$ cat src/rtl/eth_frame_recv.sv
// eth_frame_recv
// Receive side of the local-link loopback. Parses the 14-byte Ethernet header
// (destination MAC, source MAC, EtherType), then packs the payload bytes into
// 32-bit words with the first byte in [7:0]. Reports status for every frame
// and keeps saturating counts of good and dropped frames.
//
// Ports:
//   clk, rst                  local-link clock, synchronous active-high reset
//   rx_en                     enable, registered onto rx_dst_rdy
//   rx_data, rx_sof, rx_eof,
//   rx_src_rdy, rx_dst_rdy    local-link byte sink
//   word_out, word_valid,
//   word_bytes                packed payload words (1-4 valid bytes)
//   src_mac                   source MAC of the last frame that passed the header checks
//   frame_done, frame_good,
//   pay_len                   per-frame strobe, held status and payload length
//   frame_cnt, drop_cnt       saturating good / dropped frame counters
//
// state | meaning
// IDLE  | waiting for a start-of-frame beat
// HEAD  | receiving header bytes 1..13
// DATA  | packing payload bytes into words
// DROP  | discarding bytes until eof (bad header or truncated)

module eth_frame_recv #(
    parameter logic [47:0] MAC_ADDR    = 48'hda0203040506,
    parameter logic [15:0] ETHERTYPE   = 16'h0800,
    parameter int          MAX_PAYLOAD = 1420,
    parameter bit          CHECK_MAC   = 1'b1
) (
    input  logic        clk,
    input  logic        rst,
    input  logic        rx_en,
    input  logic [7:0]  rx_data,
    input  logic        rx_sof,
    input  logic        rx_eof,
    input  logic        rx_src_rdy,
    output logic        rx_dst_rdy,
    output logic [31:0] word_out,
    output logic        word_valid,
    output logic [2:0]  word_bytes,
    output logic [47:0] src_mac,
    output logic        frame_done,
    output logic        frame_good,
    output logic [10:0] pay_len,
    output logic [15:0] frame_cnt,
    output logic [15:0] drop_cnt
);

    typedef enum logic [1:0] {IDLE, HEAD, DATA, DROP} state_t;

    localparam logic [10:0] MAX_LEN = 11'(MAX_PAYLOAD);

    state_t      state_q, state_d;
    logic [3:0]  hdr_cnt_q, hdr_cnt_d;
    logic        err_q, err_d;
    logic        trunc_q, trunc_d;
    logic [47:0] shadow_q, shadow_d;
    logic [10:0] pay_cnt_q, pay_cnt_d;
    logic [31:0] lanes_q, lanes_d;
    logic        rx_dst_rdy_q, rx_dst_rdy_d;
    logic [31:0] word_out_q, word_out_d;
    logic        word_valid_q, word_valid_d;
    logic [2:0]  word_bytes_q, word_bytes_d;
    logic [47:0] src_mac_q, src_mac_d;
    logic        frame_done_q, frame_done_d;
    logic        frame_good_q, frame_good_d;
    logic [10:0] pay_len_q, pay_len_d;
    logic [15:0] frame_cnt_q, frame_cnt_d;
    logic [15:0] drop_cnt_q, drop_cnt_d;

    logic        beat;
    logic [3:0]  byte_idx;
    logic [7:0]  exp_byte;
    logic        chk_byte;
    logic        byte_bad;
    logic [1:0]  lane;
    logic [31:0] lanes_wr;
    logic [10:0] pay_next;
    logic [10:0] drop_len;
    logic [1:0]  drop_inc;
    logic        frame_inc;
    logic [16:0] drop_sum;

    assign beat     = rx_src_rdy & rx_dst_rdy_q;
    // a start-of-frame byte is always header byte 0, even when it aborts a frame
    assign byte_idx = rx_sof ? 4'd0 : hdr_cnt_q;
    assign lane     = pay_cnt_q[1:0];
    assign pay_next = pay_cnt_q + 11'd1;
    // bytes already handed out as words; nothing when the header failed
    assign drop_len = (state_q == DATA || (state_q == DROP && trunc_q)) ? pay_cnt_q : 11'd0;

    always_comb begin
        exp_byte = 8'h00;
        chk_byte = 1'b0;
        case (byte_idx)
            4'd0:  begin exp_byte = MAC_ADDR[47:40];  chk_byte = CHECK_MAC; end
            4'd1:  begin exp_byte = MAC_ADDR[39:32];  chk_byte = CHECK_MAC; end
            4'd2:  begin exp_byte = MAC_ADDR[31:24];  chk_byte = CHECK_MAC; end
            4'd3:  begin exp_byte = MAC_ADDR[23:16];  chk_byte = CHECK_MAC; end
            4'd4:  begin exp_byte = MAC_ADDR[15:8];   chk_byte = CHECK_MAC; end
            4'd5:  begin exp_byte = MAC_ADDR[7:0];    chk_byte = CHECK_MAC; end
            4'd12: begin exp_byte = ETHERTYPE[15:8];  chk_byte = 1'b1;      end
            4'd13: begin exp_byte = ETHERTYPE[7:0];   chk_byte = 1'b1;      end
            default: ;
        endcase
    end

    assign byte_bad = chk_byte && (rx_data != exp_byte);

    // lanes above the one being written are always zero, so a flush of
    // lanes_wr already has its unused upper bytes cleared
    always_comb begin
        lanes_wr = lanes_q;
        lanes_wr[{lane, 3'b000} +: 8] = rx_data;
    end

    always_comb begin
        state_d      = state_q;
        hdr_cnt_d    = hdr_cnt_q;
        err_d        = err_q;
        trunc_d      = trunc_q;
        shadow_d     = shadow_q;
        pay_cnt_d    = pay_cnt_q;
        lanes_d      = lanes_q;
        rx_dst_rdy_d = rx_en;
        word_out_d   = word_out_q;
        word_valid_d = 1'b0;
        word_bytes_d = word_bytes_q;
        src_mac_d    = src_mac_q;
        frame_done_d = 1'b0;
        frame_good_d = frame_good_q;
        pay_len_d    = pay_len_q;
        drop_inc     = 2'd0;
        frame_inc    = 1'b0;

        if (beat) begin
            if (rx_sof) begin
                if (state_q != IDLE) begin
                    frame_done_d = 1'b1;
                    frame_good_d = 1'b0;
                    pay_len_d    = drop_len;
                    drop_inc     = 2'd1;
                    if (state_q == DATA && lane != 2'd0) begin
                        word_out_d   = lanes_q;
                        word_valid_d = 1'b1;
                        word_bytes_d = {1'b0, lane};
                    end
                end
                hdr_cnt_d = 4'd1;
                err_d     = byte_bad;
                trunc_d   = 1'b0;
                pay_cnt_d = 11'd0;
                lanes_d   = 32'd0;
                state_d   = HEAD;
                if (rx_eof) begin
                    // runt; if it also aborted a frame both drops are counted
                    frame_done_d = 1'b1;
                    frame_good_d = 1'b0;
                    if (state_q == IDLE) pay_len_d = 11'd0;
                    drop_inc     = drop_inc + 2'd1;
                    state_d      = IDLE;
                end
            end else begin
                case (state_q)
                    HEAD: begin
                        hdr_cnt_d = hdr_cnt_q + 4'd1;
                        if (byte_bad) err_d = 1'b1;
                        if (hdr_cnt_q >= 4'd6 && hdr_cnt_q <= 4'd11)
                            shadow_d = {shadow_q[39:0], rx_data};
                        if (hdr_cnt_q == 4'd13 && !(err_q || byte_bad)) begin
                            src_mac_d = shadow_q;
                            if (rx_eof) begin
                                frame_done_d = 1'b1;
                                frame_good_d = 1'b1;
                                pay_len_d    = 11'd0;
                                frame_inc    = 1'b1;
                                state_d      = IDLE;
                            end else begin
                                state_d = DATA;
                            end
                        end else if (rx_eof) begin
                            frame_done_d = 1'b1;
                            frame_good_d = 1'b0;
                            pay_len_d    = 11'd0;
                            drop_inc     = 2'd1;
                            state_d      = IDLE;
                        end else if (hdr_cnt_q == 4'd13) begin
                            state_d = DROP;
                        end
                    end
                    DATA: begin
                        lanes_d   = lanes_wr;
                        pay_cnt_d = pay_next;
                        if (lane == 2'd3 || rx_eof || pay_next == MAX_LEN) begin
                            word_out_d   = lanes_wr;
                            word_valid_d = 1'b1;
                            word_bytes_d = {1'b0, lane} + 3'd1;
                            lanes_d      = 32'd0;
                        end
                        if (rx_eof) begin
                            frame_done_d = 1'b1;
                            frame_good_d = 1'b1;
                            pay_len_d    = pay_next;
                            frame_inc    = 1'b1;
                            state_d      = IDLE;
                        end else if (pay_next == MAX_LEN) begin
                            trunc_d = 1'b1;
                            state_d = DROP;
                        end
                    end
                    DROP: begin
                        if (rx_eof) begin
                            frame_done_d = 1'b1;
                            frame_good_d = 1'b0;
                            pay_len_d    = drop_len;
                            drop_inc     = 2'd1;
                            state_d      = IDLE;
                        end
                    end
                    default: ;
                endcase
            end
        end

        frame_cnt_d = (frame_inc && frame_cnt_q != 16'hFFFF) ? frame_cnt_q + 16'd1 : frame_cnt_q;
        drop_sum    = {1'b0, drop_cnt_q} + {15'd0, drop_inc};
        drop_cnt_d  = drop_sum[16] ? 16'hFFFF : drop_sum[15:0];
    end

    always_ff @(posedge clk) begin
        if (rst) begin
            state_q      <= IDLE;
            hdr_cnt_q    <= 4'd0;
            err_q        <= 1'b0;
            trunc_q      <= 1'b0;
            shadow_q     <= 48'd0;
            pay_cnt_q    <= 11'd0;
            lanes_q      <= 32'd0;
            rx_dst_rdy_q <= 1'b0;
            word_out_q   <= 32'd0;
            word_valid_q <= 1'b0;
            word_bytes_q <= 3'd0;
            src_mac_q    <= 48'd0;
            frame_done_q <= 1'b0;
            frame_good_q <= 1'b0;
            pay_len_q    <= 11'd0;
            frame_cnt_q  <= 16'd0;
            drop_cnt_q   <= 16'd0;
        end else begin
            state_q      <= state_d;
            hdr_cnt_q    <= hdr_cnt_d;
            err_q        <= err_d;
            trunc_q      <= trunc_d;
            shadow_q     <= shadow_d;
            pay_cnt_q    <= pay_cnt_d;
            lanes_q      <= lanes_d;
            rx_dst_rdy_q <= rx_dst_rdy_d;
            word_out_q   <= word_out_d;
            word_valid_q <= word_valid_d;
            word_bytes_q <= word_bytes_d;
            src_mac_q    <= src_mac_d;
            frame_done_q <= frame_done_d;
            frame_good_q <= frame_good_d;
            pay_len_q    <= pay_len_d;
            frame_cnt_q  <= frame_cnt_d;
            drop_cnt_q   <= drop_cnt_d;
        end
    end

    assign rx_dst_rdy = rx_dst_rdy_q;
    assign word_out   = word_out_q;
    assign word_valid = word_valid_q;
    assign word_bytes = word_bytes_q;
    assign src_mac    = src_mac_q;
    assign frame_done = frame_done_q;
    assign frame_good = frame_good_q;
    assign pay_len    = pay_len_q;
    assign frame_cnt  = frame_cnt_q;
    assign drop_cnt   = drop_cnt_q;

endmodule
$ cat config.mk
export PLATFORM = sky130hd
export DESIGN_NAME = eth_frame_recv
export DESIGN_NICKNAME = d
export VERILOG_FILES = /design/src/rtl/eth_frame_recv.sv
export SDC_FILE = /design/constraint.sdc
export NUM_CORES = 1
export LEC_CHECK = 0
export BUFFER_PORTS_ARGS = -buffer_cell sky130_fd_sc_hd__buf_2
export CORE_ASPECT_RATIO = 1.4
export CORE_MARGIN = 2
export CORE_UTILIZATION = 35
export CTS_CLUSTER_SIZE = 10
export DETAILED_ROUTE_END_ITERATION = 8
export HOLD_SLACK_MARGIN = 0.05
export PLACE_DENSITY = 0.6
export SETUP_SLACK_MARGIN = 0.02
export SLEW_MARGIN = 10
export SYNTH_ARGS = -nofsm -noshare
export SYNTH_HDL_FRONTEND = slang
export SYNTH_SLANG_ARGS = --single-unit
$ cat constraint.sdc
create_clock -name clk -period 3.6 [get_ports clk]
set_input_delay 0.36 -clock clk [delete_from_list [all_inputs] [get_ports clk]]
set_output_delay 0.36 -clock clk [all_outputs]
set_load 0.02 [all_outputs]
== Yosys cells after proc, flatten, opt, wreduce, memory -nomap -nowiden ==
Cells that the tools add are included.
Storage, ports and cells
  word-level logic and storage cells: 167
  flip-flop bits (word level): 229
  bits of input ports: 14
  output and inout bits: 130
Cells by class
  $lt $le $gt $ge: 2
  shift operators: 2
  muxes and demuxes: 78
  reductions and logical operators: 34
  $add $sub $neg: 7
  equality and inequality tests: 24
  bitwise logic cells: 3
Operator list (count)
  32-bit 2-to-1 mux: 8
  11-bit 2-to-1 mux: 10
  8-bit case mux with 7 select lines: 1
  11-bit case mux with 3 select lines: 1
  32-bit bitwise mux: 1
  8-bit by 7-bit variable shift with 32-bit output, first input constant: 1
  8-bit by 7-bit variable part select with 32-bit output: 1
  1-bit 2-to-1 mux: 31
  2-bit 2-to-1 mux: 13
  16-bit by 2-bit adder with 17-bit output: 1
  16-bit by 1-bit adder with 16-bit output, second input constant: 1
  16-bit 2-to-1 mux: 1
  16-bit != test, second input constant: 1
  3-bit 2-to-1 mux: 5
  5-bit AND reduction: 3
  2-bit nonzero test: 7
  4-bit == test, second input constant: 3
  4-bit 2-to-1 mux: 3
  4-bit AND reduction: 3
  11-bit by 1-bit adder with 11-bit output, second input constant: 1
  11-bit == test, second input constant: 1
  3-bit != test, second input constant: 3
  4-bit by 2-bit == test with 1-bit output, second input constant: 2
  4-bit by 3-bit == test with 1-bit output, second input constant: 2
  other kinds (31): 46

== Depth between registers and ports, before layout ==
Gate-level depths: netlist of the first run.
  depth in word-level cells: 14
  depth in mapped cells: 18
  mapped depth without buffers: 16

== Worst setup path after synthesis of the first run ==
OpenSTA, ideal clock, no wires.
  path type: register -> register
  start: register hdr_cnt_q[0]
  end: register drop_cnt_q[10], in the netlist drop_cnt[10]
  arrival time: 3.689 ns
  buffers on the path: 3
  setup time: 0.070 ns
  data required time: 3.530 ns
  cell stages (with the launch flop): 18
  clock period less this slack: 3.759 ns
  slack: -0.159 ns
  cell sequence: dfxtp_1 > buf_2 > nor4_1 > or3_1 > a2111oi_2 > and3_1 > a22oi_1 > clkbuf_1 > a211oi_1 > nor3_1 > ha_1 > inv_1 > fa_1 > nor3_1 > and3_1 > nand3_1 > clkbuf_1 > a21oi_1
On the way
  word-level cells in the longest chain between the ends: 14
  elaborated cells on any way between the ends: 24
  those cells by class: add/sub (1); eq/ne (9); mux (8); reduce/logical (6)
RTL lines
  from (decl): RTL line 55  | logic [3:0] hdr_cnt_q, hdr_cnt_d;
  from (signal assigned): RTL line 252  | hdr_cnt_q <= hdr_cnt_d;
  4-bit 2-to-1 mux: RTL line 87  | assign byte_idx = rx_sof ? 4'd0 : hdr_cnt_q;
  4-bit == test, or another cell as far along: RTL line 96  | case (byte_idx)
  8-bit case mux with 7 select lines / 8-bit OR reduction (equally long branches)
  8-bit != test / 1-bit 2-to-1 mux (equally long branches): RTL line 109, 96
  1-bit logical AND: RTL line 109  | assign byte_bad = chk_byte && (rx_data != exp_byte);
  1-bit logical OR: RTL line 171  | if (hdr_cnt_q == 4'd13 && !(err_q || byte_bad)) begin
  1-bit logical NOT: RTL line 171
  1-bit logical AND (*): RTL line 171
  1-bit 2-to-1 mux (*): RTL line 171
  1-bit case mux with 2 select lines (*): RTL line 165  | case (state_q)
  2-bit 2-to-1 mux (*): RTL line 138  | if (rx_sof) begin
  2-bit 2-to-1 mux (*): RTL line 137  | if (beat) begin
  16-bit by 2-bit adder with 17-bit output (*): RTL line 227  | drop_sum = {1'b0, drop_cnt_q} + {15'd0, drop_inc};
  16-bit 2-to-1 mux (*): RTL line 228  | drop_cnt_d = drop_sum[16] ? 16'hFFFF : drop_sum[15:0];
  to (signal assigned): RTL line 267  | drop_cnt_q <= drop_cnt_d;
  to (decl): RTL line 70  | logic [15:0] drop_cnt_q, drop_cnt_d;
Mark *: on every way between the ends. The rest lies on a longest branch, timed or not.
A chain may end at the register's enable or synchronous reset.

== Worst setup path after layout of the first run ==
  start: register hdr_cnt_q[1]
  end: register drop_cnt_q[1], in the netlist drop_cnt[1]
The elaborated chain is that of the path after synthesis.

==> run summary, run 1 <==
The number of distinct standard cells referenced by the synthesized netlist is 67. The area taken by multi-input logic gates came out at ~5300 um^2. For the worst setup path, the data arrival time is approximately 3.8 ns. The clock arrives with 0.0109 ns of skew.

The placer congestion estimate is a little under 0.9. Compared with the post-synthesis result, the final layout area differs by 18.0%. The slew at the pin with the worst max-slew slack is ~1.1 ns.

The tree built by TritonCTS fans out to ~230 sinks. The number of nets with antenna violations after routing is 0. In the final design database the tool counted approximately 1500 nets. The accumulated negative setup slack came out at 0 ns.

The switching power is 1.15 mW. For this run, the register share of the synthesized area comes to between 40% and 50%. The detailed-routed wire length on met3 came out at approximately 1400 um. The area enclosed by the die boundary came out at roughly 31000 um^2. The worst setup path is captured at a flip-flop.

The average cell area after synthesis is between 7 and 8 um^2. The clock latency on the worst-skew pair is roughly 0.54 ns. The completed layout was analyzed and its total power is 5.13 mW. Leaving out fill and tap cells, the most frequent cell in the layout is sky130_fd_sc_hd__dfxtp_1.

The required time of the critical path came out at between 4 and 5 ns. The number of nets handed over by synthesis was around 1400. The total count of max-transition violations in the final report came out at 0.

The count of input and output buffers came out at about 140. Entering global routing, the biggest net connects about 140 pins. Across the VDD grid, the largest voltage drop is 0.234 mV. The number of global-route vias before repair was 9078. The post-layout minimum cycle time is about 3.4 ns.

The region available for standard cell placement spans just under 30000 um^2. The final setup violation count is 0. The post-route netlist has about 17% of its cells at a drive strength greater than 1. The maximum clock insertion buffer count came out at 3. The flow ran to the end, and the final reports show no timing, DRC or antenna violations. In this run the worst path has a maximum fanout of 9. The number of enable flip-flop cells after synthesis came out at 0.

The library cells used most frequently in the layout, excluding fill and tap cells, are sky130_fd_sc_hd__dfxtp_1, sky130_fd_sc_hd__a21oi_1, sky130_fd_sc_hd__nand2_1. The wire length per cell came out at about 16 um. The number of antenna violations at the first check in global routing came to 0.

After synthesis, the share of flip-flops with an asynchronous set or reset is 0%. The total via count after detailed routing is slightly below 10000. The count of buffers added by post-CTS timing repair for setup is 0.

The wire length on met1 is roughly 12000 um. In the routed design, unresolved DRC markers number 0. TritonCTS built the clock tree. The first-pass iteration count of the detailed router came out at 5. Setup repair after global routing left no endpoint under its margin.

The first-pass GRT wire length is between 40000 and 50000 um. The number of rows in the core area is 75. Wires add up to approximately 30000 um.

The setup slack at placement came out at -0.0759 ns. The post-route core utilization is between 40% and 50%. The cell count after placement came out at 1817. For this design the ratio of total power to cell area is about 410 nW/um^2.

In the global route stage, overall resource usage came out at a little under a fifth. The clock transition at the registers of the reported paths came out at roughly 0.060 ns. Once the floorplan was initialized, standard cells occupied a little over a third of the core.

Of the total power, registers draw between 40% and 50%. The relative slew slack is between 20% and 30%. Final hold analysis gives a worst-case slack of 0.149 ns. For this run the aggregate overflow at the end of global routing stands at 0. The slack of the critical path came out at ~0.23 ns. The number of H-tree levels came out at 1.

The DRC marker count from the first detailed-route iteration came out at approximately 680. The total internal power came out at 3.98 mW. The synthesized instance count is between 1000 and 1500. The category of the critical setup timing path is reg2reg. The die is around 210 um tall. The number of buffers created by CTS came out at 27. Counting the fill cells in the layout gives about 3000. The switching share of power came out at 22.4%.

The synthesized area is between 10000 and 15000 um^2. The timing-limited maximum frequency came out at approximately 0.30 GHz. The final cell count without fillers came out at between 1500 and 2000. The number of primary I/O pins came out at about 140.

The combinational group share of total power is approximately 3.5%. The most used flip-flop cell after synthesis is sky130_fd_sc_hd__dfxtp_1. Clock tree synthesis selected as its root buffer the cell sky130_fd_sc_hd__clkbuf_16. Once placement finished, the instance area stood at around 12000 um^2. The width of the die is around 150 um. The final instance area is around 12000 um^2. The number of hold violations in the final report was 0. The routed wire length on met2 is 15600 um. The sequential cells in the finished layout cover a total of 4590 um^2. STA classifies the critical path startpoint as a flip-flop. The number of synthesis warnings came out at 0. In this run the top signal layer used is met4. The final clock period utilization by the worst path is between 90% and 100%. The part of the power in the clock network is 46.9%. The via density per instance came out at 5.33. Counting flops and latches in the post-synthesis netlist gives ~230. The max capacitance violation total is 0. For this design the static power due to leakage is 4.63 nW. The path class of the tightest hold or removal check is in2reg.

Once detailed placement completed, the half-perimeter wirelength came to roughly 20000 um.
## state kept, by name, summed over array words and instances (netlist names), 2 cells and up
signal	count
lanes_q	32
pay_len	11
drop_cnt	16
frame_cnt	16
src_mac	48
shadow_q	48
state_q	2
pay_cnt_q	11
hdr_cnt_q	4
word_out	32
word_bytes	3
## synth_stat cells (all sizes together), types with 2 or more instances
cell	count	area share [%]
dfxtp	229	44
a21oi	177	8.4
nand2	173	6.2
nor2	165	5.9
o21ai	111	5.4
clkbuf	94	3.4
nand3	76	3.7
inv	53	1.9
a22oi	46	3.3
a211oi	38	2.8
buf	21	1.0
ha	20	2.4
nor2b	15	0.89
nor3	15	0.71
mux2	12	1.4
a221oi	9	0.75
xnor2	9	0.75
and3	8	0.48
nand2b	7	0.42
nand4	7	0.54
or3	7	0.42
a21boi	6	0.43
a31oi	5	0.30
and2	5	0.30
xor2	5	0.42
and4	4	0.36
mux2i	4	0.38
a21o	3	0.21
a22o	3	0.27
and4b	3	0.29
nor4b	3	0.25
o211ai	3	0.21
o22ai	3	0.18
o31ai	3	0.21
nand3b	2	0.14
nor4	2	0.12
nor4bb	2	0.19
o21a	2	0.14
## critical path: stages, from the launching register on
cell and delay, ns:
sky130_fd_sc_hd__dfxtp_2 0.37, sky130_fd_sc_hd__nand2b_1 0.18, sky130_fd_sc_hd__a221oi_1 0.26, sky130_fd_sc_hd__o21ai_0 0.15, sky130_fd_sc_hd__a22o_2 0.27, sky130_fd_sc_hd__a22oi_2 0.19, sky130_fd_sc_hd__a211oi_1 0.11, sky130_fd_sc_hd__nor3_1 0.15
sky130_fd_sc_hd__buf_4 0.14, sky130_fd_sc_hd__ha_1 0.15, sky130_fd_sc_hd__inv_1 0.05, sky130_fd_sc_hd__fa_1 0.39, sky130_fd_sc_hd__nor3_2 0.23, sky130_fd_sc_hd__and3_4 0.23, sky130_fd_sc_hd__nand3_1 0.10, sky130_fd_sc_hd__buf_4 0.18
sky130_fd_sc_hd__a21oi_1 0.13
## layout make-up
cell class,count,area share (%)
sequential,229,37.0
inverter,53,1.60
clock buffer,32,5.84
tap,385,3.88
clock inverter,2,0.111
antenna,1,0.0202
timing repair buffer,184,8.52
multi-input combinational,967,43.0
## power groups by stage
| stage | Sequential, mW | Combinational, mW | Clock, mW |
|---|---|---|---|
| 2_1_floorplan | 2.60 | 0.122 | 0 |
| 3_3_place_gp | 2.60 | 0.178 | 0 |
| 3_5_place_dp | 2.60 | 0.181 | 0 |
| 4_1_cts | 2.54 | 0.182 | 2.47 |
| 5_1_grt | 2.54 | 0.200 | 2.58 |
| 6_report | 2.54 | 0.181 | 2.40 |
## routing by layer
| layer | track usage [%] | vias to the layer above |
|---|---|---|
| met5 | 0 | - |
| met2 | 33.4 | 253 |
| li1 | - | 4908 |
| met4 | 5.66 | 0 |
| met3 | 2.18 | 51 |
| met1 | 23.1 | 4657 |
## logic make-up (layout without fill, tap and decap cells)
group / Yosys count / in the layout / share of synthesized area (%)
compound gates: 418 / 418 / 23.4
xor+xnor: 14 / 14 / 1.17
fa+ha+maj: 21 / 21 / 2.57
buf+inv: 168 / 271 / 6.32
flops: 229 / 229 / 43.6
mux: 16 / 16 / 1.74
other cells: 0 / 1 / 0
simple gates: 498 / 498 / 21.1
## final timing paths
| path | from | endpoint | slack [ns] | cells past startpoint |
|---|---|---|---|---|
| max | hdr_cnt_q[1]$_SDFFE_PP0P_ | drop_cnt[1]$_SDFF_PP0_ | 0.23 | 16 |
| min | rx_data[3] | shadow_q[3]$_SDFFE_PP0P_ | 0.15 | 3 |
| max reg2reg | hdr_cnt_q[1]$_SDFFE_PP0P_ | drop_cnt[1]$_SDFF_PP0_ | 0.23 | 16 |
| min reg2reg | shadow_q[44]$_SDFFE_PP0P_ | shadow_q[44]$_SDFFE_PP0P_ | 0.45 | 2 |
## timing repair
action	CTS	global route
hold endpoints to repair	1	0
setup endpoints to repair	0	16
hold buffers	1	0
resized for setup	0	9
(Power assumes the default switching activity.)
==> inputs of run 2 (changes only) <==
Settings changed: CELL_PAD_IN_SITES_DETAIL_PLACEMENT set to 1, CELL_PAD_IN_SITES_GLOBAL_PLACEMENT set to 2, CORE_UTILIZATION 35 to 30, PLACE_DENSITY 0.6 to 0.81.
==> run 2 against run 1 <==
Effect of this change: maximum frequency increased by 0.64%; utilization fell by 5.7 points; design area grew 0.92%; total power is 1.6% higher; clock-buffer cell count stayed put; combinational power about the same; non-clock buffer count unchanged; register-to-register slack better by 0.02 ns; die area is 16% higher; sequential power hardly changed; largest cell class unchanged.
==> run summary, run 2 (same netlist as run 1, synthesis figures left out) <==
The flow ran to the end, and the final reports show no timing, DRC or antenna violations. The number of H-tree levels is 1. In this run the standard cell core region covers 34800 um^2. The width of the die is 162 um. The endpoint with the worst hold slack is shadow_q[3]$_SDFFE_PP0P_.

The worst-case reg-to-reg path depth is 16. The number of hold violations in the final report came out at 0. The number of antenna violations at the first check in global routing is 1. CTS saw ~230 sinks. The endpoint identified for the worst register-to-register timing path is drop_cnt[5]$_SDFF_PP0_. The final wirelength is about 34000 um.

The count of input and output buffers is around 140. Setup repair after global routing left no endpoint under its margin. The placer congestion estimate came out at 0.802. STA classifies the critical path startpoint as a flip-flop. The accumulated negative setup slack came out at 0 ns.

The worst hold path begins at rx_data[3]. The power density relative to cell area is approximately 420 nW/um^2. The number of primary I/O pins came out at between 100 and 150. The category of the worst setup path capture point is a flip-flop. Leaving out fill and tap cells, the most frequent cells in the layout are sky130_fd_sc_hd__dfxtp_1, sky130_fd_sc_hd__a21oi_1, sky130_fd_sc_hd__nand2_1. The data arrival time at the worst-slack endpoint is 3.81 ns. The setup slack of the worst register-to-register path is 0.25 ns. The first-pass GRT wire length is about 55000 um. Leaving out fill and tap cells, the most frequent cell in the layout is sky130_fd_sc_hd__dfxtp_1. The number of global-route vias before repair came out at a little over 10000. The max capacitance violation total came out at 0. The final setup violation count is 0. The via density per instance is ~5.2. The number of buffers created by CTS came out at 27. The number of nets with antenna violations after routing is 0. The floorplan step defined a die boundary enclosing ~37000 um^2.

The net count of the finished layout is 1497. The first TritonRoute pass finished after 5 iterations. The final instance area came out at 12500 um^2. The layout overhead on the synthesized area came out at 19.1%. Global routing consumed, over all layers together, a little under a fifth of the routing resources.

The first routing iteration left slightly below 500 violations. The min-delay analysis places its worst path in the category in2reg. Across the routed clock network, the largest skew measured is 0.0167 ns.

The chip height is roughly 230 um. The wire length per cell is around 18 um. The setup slack at placement came out at between 0.002 and 0.003 ns.

The area of placed instances came out at roughly 12000 um^2. In the finished design, the share of the clock period the worst path needs comes to between 90% and 100%. After clock tree synthesis, the clock-pin slew on the worst setup and hold paths is about 0.060 ns. The relative slew slack came out at ~28%. In the routed design, unresolved DRC markers number 0. The required time of the critical path is 4.06 ns.

The maximum clock insertion buffer count is 3. Across the VDD grid, the largest voltage drop is between 0.3 and 0.4 mV. The worst path needs 3.35 ns of the cycle, external delays included. The total via count after detailed routing is between 10000 and 15000.

For the pin with the worst max-slew slack, the measured transition is roughly 1.1 ns. The number of rows in the core area is a little over 80. The root buffer cell chosen for the clock tree is sky130_fd_sc_hd__clkbuf_16. The number of cells traversed by the worst hold path is 3. The clock latency on the worst-skew pair came out at 0.54 ns. The starting density of the core is 30.2%.

The timing-limited maximum frequency came out at approximately 0.3 GHz. The total count of max-transition violations in the final report came out at 0. The startpoint identified for the worst register-to-register timing path is hdr_cnt_q[0]$_SDFFE_PP0P_. The leakage power is 4.65 nW. Global routing finished with a remaining overflow of 0.

Entering global routing, the biggest net connects about 120 pins. The proportion of layout cells with a drive suffix above 1 is between 10% and 20%. The slack of the critical path is about 0.25 ns. TritonCTS built the clock tree. The category of the critical setup timing path is reg2reg. The HPWL after detailed placement is roughly 23000 um. The largest fanout on the critical path came out at 11.
## run 2: cell types whose count changed in the layout (fill, tap and decap cells not counted), sizes merged
cell | previous run | this run
bufinv | 0 | 1
inv | 54 | 53
clkinv | 1 | 0
## run 2: area by class of cell
type                    count  area (um^2)
fillers                  4224        22200
multi-input cells         967         5350
flip-flops and latches    229         4590
repair buffers            184         1060
clock buffers              32          714
well taps                 456          571
inverters                  53          199
clock inverters             1         30.0
diodes                      1         2.50
## run 2: worst max-delay path: stages (launching register included)
cell and delay, ns:
sky130_fd_sc_hd__dfxtp_4 0.39, sky130_fd_sc_hd__nor4_4 0.35, sky130_fd_sc_hd__or3_1 0.18, sky130_fd_sc_hd__a2111oi_2 0.07, sky130_fd_sc_hd__and3_1 0.20, sky130_fd_sc_hd__a22oi_2 0.22, sky130_fd_sc_hd__a211oi_1 0.12, sky130_fd_sc_hd__nor3_1 0.15
sky130_fd_sc_hd__buf_4 0.14, sky130_fd_sc_hd__ha_1 0.15, sky130_fd_sc_hd__inv_1 0.05, sky130_fd_sc_hd__fa_1 0.43, sky130_fd_sc_hd__nor3_4 0.16, sky130_fd_sc_hd__and3_4 0.23, sky130_fd_sc_hd__nand3_1 0.09, sky130_fd_sc_hd__buf_4 0.18
sky130_fd_sc_hd__a21oi_1 0.14
## run 2: what timing repair did
item / in CTS / in global routing
gates resized for setup: 1 / 11
buffers inserted: 0 / 1
hold buffers: 1 / 0
hold endpoints to repair: 1 / 0
endpoints found under the setup margin: 2 / 16
pin swaps: 0 / 3
## run 2: worst max-delay path by stage
stage / start / to / slack (ns) / depth (start not counted)
after floorplan: rx_data[6] / drop_cnt[10]$_SDFF_PP0_ / 0.04 / 17
after global placement: rx_data[4] / drop_cnt[14]$_SDFF_PP0_ / 0.002 / 17
after detailed placement: rx_data[4] / drop_cnt[5]$_SDFF_PP0_ / 0.003 / 17
after CTS: hdr_cnt_q[1]$_SDFFE_PP0P_ / drop_cnt[5]$_SDFF_PP0_ / 0.03 / 16
after global routing: hdr_cnt_q[0]$_SDFFE_PP0P_ / drop_cnt[7]$_SDFF_PP0_ / 0.001 / 16
final: hdr_cnt_q[0]$_SDFFE_PP0P_ / drop_cnt[5]$_SDFF_PP0_ / 0.25 / 16
## run 2: report_power, final
part	leakage [nW]	internal, mW	total [mW]	switching, mW
sequential	1.85	2.54	2.54	0.00494
clock	0.365	1.44	2.48	1.04
combinational	2.44	0.0488	0.184	0.136
total	4.65	4.02	5.21	1.18
## run 2: per-layer routing
metal	global-route usage [%]	part of all wire (%)	vias up
met3	2.15	3.2	47
met5	0	0	-
met2	34.3	52	178
met4	5.65	2.5	0
li1	-	-	4897
met1	21.7	42	4966
## run 2: per-stage QoR
| step | hold slack (ns) | instances | util (%) | power (mW) |
|---|---|---|---|---|
| detailed placement | 0.447 | 1887 | 33.7 | 2.78 |
| finish | 0.197 | 1923 | 36.0 | 5.21 |
| global placement | 0.445 | 1887 | 33.7 | 2.78 |
| floorplan | 0.437 | 1364 | - | 2.72 |
| global route | 0.190 | 1923 | 36.0 | 5.43 |
| CTS | 0.166 | 1921 | 35.8 | 5.30 |
